==> config.mk <==
export PLATFORM = sky130hd
export DESIGN_NAME = cp0_regfile
export DESIGN_NICKNAME = d
export VERILOG_FILES = /design/src/rtl/cp0_regfile.sv
export SDC_FILE = /design/constraint.sdc
export NUM_CORES = 1
export LEC_CHECK = 0
export CAP_MARGIN = 25
export CORE_MARGIN = 5
export CORE_UTILIZATION = 47
export CTS_CLUSTER_SIZE = 8
export DETAILED_ROUTE_END_ITERATION = 10
export PLACE_DENSITY = 0.77
export SYNTH_ARGS = -nofsm -noshare
export SYNTH_HDL_FRONTEND = slang
export SYNTH_SLANG_ARGS = --single-unit
==> constraint.sdc <==
create_clock -name clk -period 2.2 [get_ports clk]
set_input_delay 0.22 -clock clk [delete_from_list [all_inputs] [get_ports clk]]
set_output_delay 0.22 -clock clk [all_outputs]
set_load 0.01 [all_outputs]
==> src/rtl/cp0_regfile.sv <==
// CP0 register file: BadVAddr, Count, Compare, Status, Cause and EPC with
// exception/ERET/MTC0 commit handling, timer interrupt and interrupt request.
module cp0_regfile (
  input  logic        clk,
  input  logic        resetn,
  input  logic        wb_ex,
  input  logic [4:0]  wb_excode,
  input  logic [31:0] wb_badvaddr,
  input  logic        wb_bd,
  input  logic [31:0] wb_pc,
  input  logic        mtc0_we,
  input  logic [4:0]  cp0_addr,
  input  logic [31:0] mtc0_wdata,
  input  logic        eret_flush,
  input  logic [5:0]  ext_int_in,
  output logic [31:0] cp0_rdata,
  output logic        has_int,
  output logic [31:0] cp0_epc
);

  localparam logic [4:0] ADDR_BADVADDR = 5'd8;
  localparam logic [4:0] ADDR_COUNT    = 5'd9;
  localparam logic [4:0] ADDR_COMPARE  = 5'd11;
  localparam logic [4:0] ADDR_STATUS   = 5'd12;
  localparam logic [4:0] ADDR_CAUSE    = 5'd13;
  localparam logic [4:0] ADDR_EPC      = 5'd14;

  localparam logic [4:0] EXC_ADEL = 5'h04;
  localparam logic [4:0] EXC_ADES = 5'h05;

  // Status fields
  logic [7:0]  status_im;
  logic        status_exl;
  logic        status_ie;

  // Cause fields
  logic        cause_bd;
  logic        cause_ti;
  logic [5:0]  cause_ip_hw;
  logic [1:0]  cause_ip_sw;
  logic [4:0]  cause_exccode;

  logic [31:0] count_q;
  logic [31:0] compare_q;
  logic [31:0] epc_q;
  logic [31:0] badvaddr_q;
  logic        tick_q;

  logic        eret_en;
  logic        mtc0_en;
  logic        wr_count;
  logic        wr_compare;
  logic        wr_status;
  logic        wr_cause;
  logic        wr_epc;
  logic        timer_hit;
  logic        ti_next;
  logic [31:0] status_rd;
  logic [31:0] cause_rd;

  // Commit priority: exception, then ERET, then MTC0
  assign eret_en    = eret_flush & ~wb_ex;
  assign mtc0_en    = mtc0_we & ~wb_ex & ~eret_flush;
  assign wr_count   = mtc0_en && (cp0_addr == ADDR_COUNT);
  assign wr_compare = mtc0_en && (cp0_addr == ADDR_COMPARE);
  assign wr_status  = mtc0_en && (cp0_addr == ADDR_STATUS);
  assign wr_cause   = mtc0_en && (cp0_addr == ADDR_CAUSE);
  assign wr_epc     = mtc0_en && (cp0_addr == ADDR_EPC);

  // Timer interrupt fires on entry into Count==Compare; a Compare write clears it
  assign timer_hit = tick_q && ((count_q + 32'd1) == compare_q);

  always_comb begin
    ti_next = cause_ti;
    if (timer_hit) begin
      ti_next = 1'b1;
    end
    if (wr_compare) begin
      ti_next = 1'b0;
    end
  end

  always_ff @(posedge clk) begin
    if (!resetn) begin
      tick_q  <= 1'b0;
      count_q <= 32'd0;
    end else begin
      tick_q <= ~tick_q;
      if (wr_count) begin
        count_q <= mtc0_wdata;
      end else if (tick_q) begin
        count_q <= count_q + 32'd1;
      end
    end
  end

  always_ff @(posedge clk) begin
    if (!resetn) begin
      compare_q <= 32'd0;
    end else if (wr_compare) begin
      compare_q <= mtc0_wdata;
    end
  end

  always_ff @(posedge clk) begin
    if (!resetn) begin
      status_im  <= 8'd0;
      status_exl <= 1'b0;
      status_ie  <= 1'b0;
    end else if (wb_ex) begin
      status_exl <= 1'b1;
    end else if (eret_en) begin
      status_exl <= 1'b0;
    end else if (wr_status) begin
      status_im  <= mtc0_wdata[15:8];
      status_exl <= mtc0_wdata[1];
      status_ie  <= mtc0_wdata[0];
    end
  end

  // Hardware IP lines follow ext_int_in every cycle, with TI merged into IP7
  always_ff @(posedge clk) begin
    if (!resetn) begin
      cause_bd      <= 1'b0;
      cause_ti      <= 1'b0;
      cause_ip_hw   <= 6'd0;
      cause_ip_sw   <= 2'd0;
      cause_exccode <= 5'd0;
    end else begin
      cause_ti    <= ti_next;
      cause_ip_hw <= {ext_int_in[5] | ti_next, ext_int_in[4:0]};
      if (wb_ex) begin
        cause_exccode <= wb_excode;
        if (!status_exl) begin
          cause_bd <= wb_bd;
        end
      end else if (wr_cause) begin
        cause_ip_sw <= mtc0_wdata[9:8];
      end
    end
  end

  always_ff @(posedge clk) begin
    if (!resetn) begin
      epc_q <= 32'd0;
    end else if (wb_ex) begin
      if (!status_exl) begin
        epc_q <= wb_bd ? (wb_pc - 32'd4) : wb_pc;
      end
    end else if (wr_epc) begin
      epc_q <= mtc0_wdata;
    end
  end

  always_ff @(posedge clk) begin
    if (!resetn) begin
      badvaddr_q <= 32'd0;
    end else if (wb_ex && ((wb_excode == EXC_ADEL) || (wb_excode == EXC_ADES))) begin
      badvaddr_q <= wb_badvaddr;
    end
  end

  assign status_rd = {9'd0, 1'b1, 6'd0, status_im, 6'd0, status_exl, status_ie};
  assign cause_rd  = {cause_bd, cause_ti, 14'd0, cause_ip_hw, cause_ip_sw,
                      1'b0, cause_exccode, 2'b00};

  always_comb begin
    cp0_rdata = 32'd0;
    case (cp0_addr)
      ADDR_BADVADDR: cp0_rdata = badvaddr_q;
      ADDR_COUNT:    cp0_rdata = count_q;
      ADDR_COMPARE:  cp0_rdata = compare_q;
      ADDR_STATUS:   cp0_rdata = status_rd;
      ADDR_CAUSE:    cp0_rdata = cause_rd;
      ADDR_EPC:      cp0_rdata = epc_q;
      default:       cp0_rdata = 32'd0;
    endcase
  end

  assign has_int = (|({cause_ip_hw, cause_ip_sw} & status_im)) & status_ie & ~status_exl;
  assign cp0_epc = epc_q;

endmodule

==> flow_metrics.py <==
metrics = {
    "run_status": {
        "outcome": "finished, violations left",
        "violations": "negative setup slack",
    },
    "cells_and_area": {
        "post-route-util": 0.702,
        "final_common_cell": "nand2_1",
        "synthToLayoutAreaGrowth_pct": 45.8,
        "drive_above_1_share": 0.191,
        "fin_area_um2": 12700,
        "layout.nets": 1519,
        "n_antenna_cell": 0,
        "fillers": 1420,
        "finalNonFillerCells": 1641,
        "most-common-layout-cells": "nand2_1, dfxtp_1, clkdlybuf4s50_1",
    },
    "timing": {
        "worst_slack_ns": -0.0644,
        "fin_setup_tns_ns": -0.0862,
        "hold_viol_final": 0,
        "min_period_ns": 2.26,
        "slew_headroom": 0.586,
        "setup_viol_count_final": 2,
        "rsz0062_at_grt": "yes",
        "drv_slew": 0,
        "fin_worst_skew_ns": 0.00822,
        "fin_crit_sh": 1.03,
        "max_freq_mhz": 442,
        "tightest_slew_ns": 0.621,
    },
    "critical_path": {
        "cp-start-kind": "register",
        "cp.arrival_ns": 2.62,
        "cp.depth": 7,
        "cp-end-kind": "register",
        "crit_top_cell": "nand4_1",
        "critPathRequiredTime_ns": 2.55,
        "crit_type": "reg -> reg",
        "critical_path.max_stage_delay_ns": 0.41,
        "crit_family": "simple AND/OR/NAND/NOR gates",
        "crit_slowest_cell": "or3_4",
        "cp_max_fo": 6,
        "rr_worst_depth": 7,
        "worstPathCellList": "nand4_1 > or3_4 > nor4_4 > a21oi_1 > a2111oi_4 > nand4_1 > o22ai_2",
        "cp_num_buf_inv": 0,
    },
    "routing": {
        "wire_per_inst_um": 20.9,
        "remaining_drc_errors": 0,
        "vias": 10080,
        "drt-pass1-iter-count": 6,
        "via_per_inst": 6.14,
        "ant_nets": 0,
        "wl_um": 34300,
        "initialDrtViolationCount": 1306,
    },
    "yosys": {
        "syn_nets": 1257,
        "avgSynthCellArea_um2": 7.68,
        "yosysWarnings": 0,
        "ys_types": 65,
        "synth_seq_cells": 154,
        "synth_edf_count": 0,
        "syn_area_um2": 8740,
        "synthCells": 1137,
        "synth-main-ff-cell": "dfxtp_1",
        "synthArstFlopShare": 0,
        "seq_area_frac_synth": 0.353,
    },
    "clocking": {
        "path_clk_slew_ns": 0.07,
        "cts_buffer_depth": 2,
        "clk_latency_ns": 0.43,
        "cts_buffers": 17,
        "cts_tree": "done",
        "root_buffer": "clkbuf_16",
        "cts.htree.levels": 4,
        "clkSinkCount": 154,
        "ctsHoldBuffers": 0,
    },
    "floorplan": {
        "dieArea_um2": 21400,
        "die_h_um": 146,
        "core_um2": 18100,
        "pin_count": 183,
        "initial_utilization": 0.481,
        "placementRows": 49,
        "die_width_um": 146,
    },
    "hold_path": {
        "hp-class": "in -> reg",
        "whs_path_depth": 3,
    },
    "grt": {
        "grt_usage": 0.307,
        "gr-total-overflow": 0,
        "grt_pass1_wl_um": 52400,
        "grt_pass1_vias": 9420,
        "grt_max_degree": 58,
        "antenna_found_initial": 1,
    },
    "power": {
        "p_int_mw": 5.02,
        "p_leak_nw": 4.92,
        "combPwrFrac": 0.135,
        "seqPwrFrac": 0.431,
        "p_clk_frac": 0.434,
        "p_switching_mw": 1.79,
        "swShare": 0.263,
        "ir_worst_vdd_uv": 544,
        "power.density_nw_per_um2": 534,
    },
    "place": {
        "placed_cell_area_um2": 11700,
        "dp_cells": 1594,
        "gp_congestion": 0.965,
        "dp_hpwl_um": 24900,
        "port_buffers": 182,
    },
    "run": {
        "maxCapViolCount": 0,
    },
}
==> worst reg2reg max path, stage by stage, from the launching register on <==
cell and delay, ns:
dfxtp_1 0.34, nand4_1 0.14, or3_4 0.41, nor4_4 0.36
a21oi_1 0.14, a2111oi_4 0.38, nand4_1 0.22, o22ai_2 0.20
==> cell type report <==
cell class | instances | area [um2] | area share
Clock buffer | 17 | 425 | 0.0334
Clock inverter | 15 | 165 | 0.0130
Inverter | 8 | 32.5 | 0.00255
Multi-Input combinational cell | 876 | 5510 | 0.433
Sequential cell | 154 | 3100 | 0.243
Tap cell | 229 | 287 | 0.0225
Timing Repair Buffer | 342 | 3220 | 0.253
==> what timing repair did <==
item,in CTS,in global routing
endpoints found under the setup margin,41,43
resized for setup,73,44
pin swaps,8,18
setup buffers,7,5
cloned,3,0
==> sequential cells by signal, summed over array words and instances (netlist names) <==
| name | flops |
|---|---|
| compare_q | 32 |
| cause_exccode | 5 |
| cause_ip_hw | 6 |
| count_q | 32 |
| status_im | 8 |
| cp0_epc | 32 |
| cause_bd | 1 |
| cause_ip_sw | 2 |
| status_exl | 1 |
| tick_q | 1 |
| badvaddr_q | 32 |
| cause_ti | 1 |
| status_ie | 1 |
==> power groups by stage <==
| stage | Clock (mW) | Sequential [mW] | Combinational [mW] |
|---|---|---|---|
| after floorplan | 0 | 2.99 | 0.306 |
| after global placement | 0 | 2.99 | 0.860 |
| after detailed placement | 0 | 2.99 | 0.870 |
| after CTS | 2.97 | 2.93 | 0.888 |
| after global routing | 3.08 | 2.94 | 0.968 |
| final | 2.96 | 2.93 | 0.917 |
==> cells by family (layout without fill, tap and decap cells) <==
family          after synthesis  in the layout  share of synthesized area
mux                          12             12                     0.0137
compound gates              290            290                      0.219
buf+inv                     107            382                     0.0524
xor+xnor                    102            102                      0.102
flops                       154            154                      0.353
simple gates                470            470                      0.257
fa+ha+maj                     2              2                    0.00286
==> cell usage after synthesis, drive strengths merged, types with 4 or more instances <==
cell / instances / area, um2
and2: 9 / 56.3
or3: 8 / 55.1
o211ai: 6 / 45.0
a311oi: 5 / 43.8
a211oi: 45 / 338
nand4: 21 / 138
o21ai: 19 / 95.1
nand3: 43 / 228
nor4: 18 / 165
and3: 6 / 38.8
a221oi: 5 / 43.8
xnor2: 61 / 534
or4: 6 / 52.6
a22oi: 63 / 473
xor2: 41 / 359
inv: 8 / 30.0
nand2b: 7 / 43.8
nor2: 94 / 353
buf: 19 / 126
a21oi: 115 / 576
nand4b: 4 / 35.0
a2111oi: 4 / 55.1
a222oi: 10 / 100
dfxtp: 154 / 3080
nor3b: 7 / 57.6
nor3: 17 / 90.1
and4: 5 / 43.8
mux2i: 12 / 120
nand2: 213 / 800
clkbuf: 80 / 302
==> path summary, 6_finish.rpt <==
check / from / to / slack, ns
hold / removal: wb_ex / status_exl / 0.19
setup reg to reg: count_q[22] / cause_ip_hw[5] / -0.06
setup / recovery: count_q[22] / cause_ip_hw[5] / -0.06
hold reg to reg: badvaddr_q[22] / badvaddr_q[22] / 0.46
==> metrics by stage <==
stage               hold WS (ns)  total power [mW]  setup WS (ns)
floorplan                  0.347              3.29        0.00349
global route               0.206              6.99         -0.159
global placement           0.444              3.85         -0.365
CTS                        0.177              6.79         -0.132
finish                     0.193              6.81        -0.0644
detailed placement         0.450              3.86         -0.430
==> routing by layer <==
| metal | vias to the layer above | part of all wire | track usage |
|---|---|---|---|
| met3 | 81 | 0.13 | 0.0927 |
| met1 | 4740 | 0.40 | 0.425 |
| met4 | 2 | 0.026 | 0.107 |
| met5 | - | 0.00050 | 0 |
| li1 | 4589 | - | - |
| met2 | 668 | 0.44 | 0.454 |
Power figures use the tool's default switching activity.
